## config.mk

```make
export PLATFORM = sky130hd
export DESIGN_NAME = reduction_tile_feeder
export DESIGN_NICKNAME = d
export VERILOG_FILES = /design/src/rtl/reduction_tile_feeder.sv
export SDC_FILE = /design/constraint.sdc
export NUM_CORES = 2
export LEC_CHECK = 0
export BUFFER_PORTS_ARGS = -buffer_cell sky130_fd_sc_hd__clkbuf_2
export CAP_MARGIN = 0
export CORE_UTILIZATION = 45
export DETAILED_ROUTE_END_ITERATION = 12
export PLACE_DENSITY_LB_ADDON = 0.05
export SLEW_MARGIN = 40
export SYNTH_ARGS = -nofsm -noshare
export SYNTH_HDL_FRONTEND = slang
export SYNTH_SLANG_ARGS = --single-unit
```

## constraint.sdc

```tcl
create_clock -name clk -period 34.6 [get_ports clk]
set_input_delay 1.73 -clock clk [delete_from_list [all_inputs] [get_ports clk]]
set_output_delay 1.73 -clock clk [all_outputs]
set_load 0.01 [all_outputs]
```

## src/rtl/reduction_tile_feeder.sv

```systemverilog
// Buffers partial-sum tiles and sequences reduction_accumulator groups:
// one clear cycle, exactly N tiles, then wait for the accumulator result.
module reduction_tile_feeder #(
    parameter int TILE_SIZE  = 4,
    parameter int ACC_WIDTH  = 32,
    parameter int FIFO_DEPTH = 4,
    parameter int MAX_TILES  = 16
) (
    input  logic                                                    clk,
    input  logic                                                    rst,
    input  logic [$clog2(MAX_TILES+1)-1:0]                          cfg_tiles,
    input  logic [1:0]                                              cfg_mode,
    input  logic                                                    s_valid,
    output logic                                                    s_ready,
    input  logic signed [TILE_SIZE-1:0][TILE_SIZE-1:0][ACC_WIDTH-1:0] s_mat,
    output logic [1:0]                                              acc_mode,
    output logic                                                    acc_clear,
    output logic                                                    acc_valid,
    output logic signed [TILE_SIZE-1:0][TILE_SIZE-1:0][ACC_WIDTH-1:0] acc_mat,
    input  logic                                                    acc_done,
    output logic                                                    busy,
    output logic                                                    group_done,
    output logic                                                    err_stray
);
    localparam int CW = $clog2(MAX_TILES + 1);
    localparam int AW = $clog2(FIFO_DEPTH);

    typedef logic signed [TILE_SIZE-1:0][TILE_SIZE-1:0][ACC_WIDTH-1:0] tile_t;
    typedef enum logic [1:0] {IDLE, CLEAR, ISSUE, WAIT_RES} state_t;

    state_t        state, state_nxt;
    tile_t         mem [FIFO_DEPTH];
    logic [AW:0]   wr_ptr, rd_ptr;
    logic          empty, full, push, pop, last_pop;
    logic [CW-1:0] n_eff, n_lat, issued;

    // Pointers carry one extra wrap bit to tell full from empty
    assign empty = (wr_ptr == rd_ptr);
    assign full  = (wr_ptr[AW] != rd_ptr[AW]) && (wr_ptr[AW-1:0] == rd_ptr[AW-1:0]);
    assign s_ready = !full && !rst;
    assign push  = s_valid && s_ready;
    assign pop   = ((state == CLEAR) || (state == ISSUE)) && !empty && (issued < n_lat);
    assign last_pop = pop && ((issued + CW'(1)) == n_lat);

    always_comb begin
        n_eff = cfg_tiles;
        if (cfg_tiles == '0)
            n_eff = CW'(1);
        else if (cfg_tiles > CW'(MAX_TILES))
            n_eff = CW'(MAX_TILES);
    end

    always_ff @(posedge clk) begin
        if (push)
            mem[wr_ptr[AW-1:0]] <= s_mat;
    end

    always_ff @(posedge clk) begin
        if (rst) begin
            wr_ptr <= '0;
            rd_ptr <= '0;
        end else begin
            if (push) wr_ptr <= wr_ptr + 1'b1;
            if (pop)  rd_ptr <= rd_ptr + 1'b1;
        end
    end

    // FSM: state register
    always_ff @(posedge clk) begin
        if (rst) state <= IDLE;
        else     state <= state_nxt;
    end

    // FSM: next state
    always_comb begin
        state_nxt = state;
        case (state)
            IDLE:     if (!empty) state_nxt = CLEAR;
            CLEAR:    state_nxt = last_pop ? WAIT_RES : ISSUE;
            ISSUE:    if (last_pop) state_nxt = WAIT_RES;
            WAIT_RES: if (acc_done) state_nxt = IDLE;
            default:  state_nxt = IDLE;
        endcase
    end

    // FSM: outputs
    always_comb begin
        acc_clear = (state == CLEAR);
        busy      = (state != IDLE);
    end

    // Group config is captured only on the IDLE->CLEAR edge
    always_ff @(posedge clk) begin
        if (rst) begin
            n_lat    <= CW'(1);
            acc_mode <= 2'b00;
        end else if (state == IDLE && !empty) begin
            n_lat    <= n_eff;
            acc_mode <= cfg_mode;
        end
    end

    always_ff @(posedge clk) begin
        if (rst) begin
            issued     <= '0;
            acc_valid  <= 1'b0;
            acc_mat    <= '0;
            group_done <= 1'b0;
            err_stray  <= 1'b0;
        end else begin
            acc_valid  <= pop;
            group_done <= (state == WAIT_RES) && acc_done;
            if (pop) begin
                acc_mat <= mem[rd_ptr[AW-1:0]];
                issued  <= issued + CW'(1);
            end else if (state == WAIT_RES && acc_done) begin
                issued  <= '0;
            end
            if (acc_done && state != WAIT_RES)
                err_stray <= 1'b1;
        end
    end
endmodule

```

==> metrics.txt <==
post-route ant nets 0; launch point of the worst path rst; drt first pass iters 5; RR Startpoint rd_ptr[1]$_SDFFE_PP0P_; WP depth 7; crit path buf inv count 5; Final Skew 0.06323 ns; LEAKAGE about 37 nW; Gate power share 0.126; Initial Utilization 0.4524; GRT busiest layer met2; fin nets 6712; total CTS buffers approximately 290; post-layout minimum cycle time 5.064 ns; PortBufs 1042; largest net degree at the start of global routing 110; met2 Track Usage GR 0.3782; Synth Flop Type edfxtp_1; initial drt markers 3288; Finished Cell Area roughly 0.11 mm²; core area 0.2044 mm²; pins over their slew limit 0; Sw Share 0.2420; WP data required 35.09 ns; EDFF count, synth 2048; commonest non-fill, non-tap cells in the layout 2048 x edfxtp_1, 1041 x clkbuf_2, 1034 x nand2_1; Crit. End Element flop; FP Rows 166; Clock Pin Slew Worst Setup and Hold Paths 0.06 ns; Routed wire per std cell 25.77 µm; met1 Use GR 0.2642; final setup TNS 0 ns; Die H ~460 µm; net switching power 1.799 mW; Routed WL 235000 µm; setup ws final 29.54 ns; Int Power 5.636 mW; WS Path Type input pin to flop; CP dominant cell by count buf_6; most common cell after layout, fill and taps aside edfxtp_1; layout cells sized above 1 0.3184; grt met3 use 0.05488; Max VDD drop 48.55 µV; # hold bufs at CTS 0; Worst path slowest cell buf_4; vias in the first global route 48190; FF+latch count, synth 2583; R2R depth 8; CTS sink cnt 2583; outcome complete, no violations; CP delay by family, top buffers and inverters; vias per cell around 5.3; Die X between 400 and 500 µm; critical hold path startpoint acc_mat[0]$_SDFFE_PP0P_; sequential share of the synthesized area 0.7810; setup violators final 0; H-tree levels 5; Mapped Avg Cell Area 18.31 µm²; worst skew pair latency approximately 0.9 ns; CP startpoint kind input pin; Reg power frac 0.484; post-synthesis async set-or-reset flop share 0; clock power share 0.390; Syn Inst Count 5051; Hold Vio Cnt, Final 0; total chip power 7.436 mW; DP Area 0.1008 mm²; Layout area overhead 18.88%; normalized max-slew margin 0.4482; RePlAce Congestion between 0.7 and 0.8; Ys Warns 0; CTS max path bufs 4; P per Cell Area around 68 mW/mm²; DP HPWL 144900 µm; DRC Markers 0; first-pass GRT wire length 334700 µm; dpl ws 28.37 ns; grt ovf 0; post-synth cell types 44; IO Count about 1000; critical-path cell list buf_8 > o21ba_2 > and3_4 > buf_6 > buf_12 > buf_6 > buf_4; Worst R2R Setup Slack between 30 and 40 ns; CP max FO 75; worst path arrival time 5.55 ns; total track usage 0.2222; hold path depth 2; setup repair bufs after CTS 0; syn_nets 5589; antenna violations before repair 113; RSZ-0062 raised after global routing no; Post-CTS Resized 0; Achievable Freq 0.1975 GHz; Die Area a little over 0.2 mm²; max_cap viols 0; worst slew pin tran 0.8277 ns; CP max stage delay 0.72 ns; Worst Hold Class flop to flop; Vias 48680; CTS Root Cell clkbuf_16; CTS tree yes; synthesized area slightly above 0.09 mm²; fin crit share 0.1464
-- final cells by class --
type / count / area [µm²]
clock inverter: 81 / 747.0
inverter: 11 / 41.29
clock buffer: 422 / 8178
antenna: 42 / 105.1
tap: 2688 / 3363
multi-input combinational: 2167 / 18820
sequential: 2583 / 72220
timing repair buffer: 1124 / 6455
fill: 16660 / 94450
-- power groups by stage --
stage / clock [mW] / sequential (mW) / combinational (mW)
4_1_cts: 2.97 / 3.61 / 0.958
6_report: 2.90 / 3.60 / 0.934
3_5_place_dp: 0 / 3.67 / 0.956
5_1_grt: 3.08 / 3.61 / 1.02
3_3_place_gp: 0 / 3.67 / 0.936
2_1_floorplan: 0 / 3.72 / 0.572
-- worst reg2reg max path: cells and delay by family, from the launching register on --
family	cells	cell delay [ns]
compound gates	1	0.19
xor+xnor	1	0.17
buf+inv	4	2.46
flops	1	0.62
simple gates	2	0.69
-- state kept, by name (all words and copies together), names as in the netlist --
| name | flops |
|---|---|
| n_lat | 5 |
| mem | 2048 |
| group_done | 1 |
| rd_ptr | 3 |
| issued | 5 |
| err_stray | 1 |
| state | 2 |
| acc_valid | 1 |
| acc_mat | 512 |
| wr_ptr | 3 |
| acc_mode | 2 |
-- per-stage QoR --
step	instances	util	hold WS, ns
floorplan	5051	-	0.4426
global placement	8554	0.4908	0.4406
detailed placement	8571	0.4934	0.4454
CTS	9074	0.5371	0.4532
global route	9111	0.5378	0.4693
finish	9118	0.5378	0.4511
-- cell families (layout without fill, tap and decap cells) --
kind of cell / count (synthesis) / count (layout) / share of synthesized area
simple gates: 1082 / 1082 / 0.04478
buf+inv: 301 / 1638 / 0.01589
xor+xnor: 12 / 12 / 0.001299
flops: 2583 / 2583 / 0.7810
mux: 516 / 516 / 0.1252
compound gates: 542 / 542 / 0.02989
other cells: 0 / 42 / 0
fa+ha+maj: 15 / 15 / 0.002030
-- worst paths after layout --
kind,end
worst max-delay path,mem[3][135]$_DFFE_PP_
worst min-delay path,acc_mat[0]$_SDFFE_PP0P_
worst max register to register,mem[3][135]$_DFFE_PP_
worst min register to register,acc_mat[0]$_SDFFE_PP0P_
-- Yosys cell counts (6+ instances only) --
master	n	area [µm²]
nor2_1	18	67.56
mux4_2	512	11530
buf_2	133	665.6
xnor2_1	6	52.55
clkbuf_1	111	416.7
nand2_1	1034	3881
and3_1	6	37.54
ha_1	15	187.7
edfxtp_1	2048	61500
a21oi_1	525	2628
dfxtp_1	535	10710
buf_4	44	330.3
inv_1	11	41.29
-- metal layers --
| layer | wire (µm) | up-vias |
|---|---|---|
| li1 | - | 21770 |
| met1 | 88510 | 24980 |
| met2 | 121500 | 1323 |
| met3 | 13990 | 559 |
| met4 | 10620 | 50 |
| met5 | 318 | - |
Power figures use the tool's default switching activity.
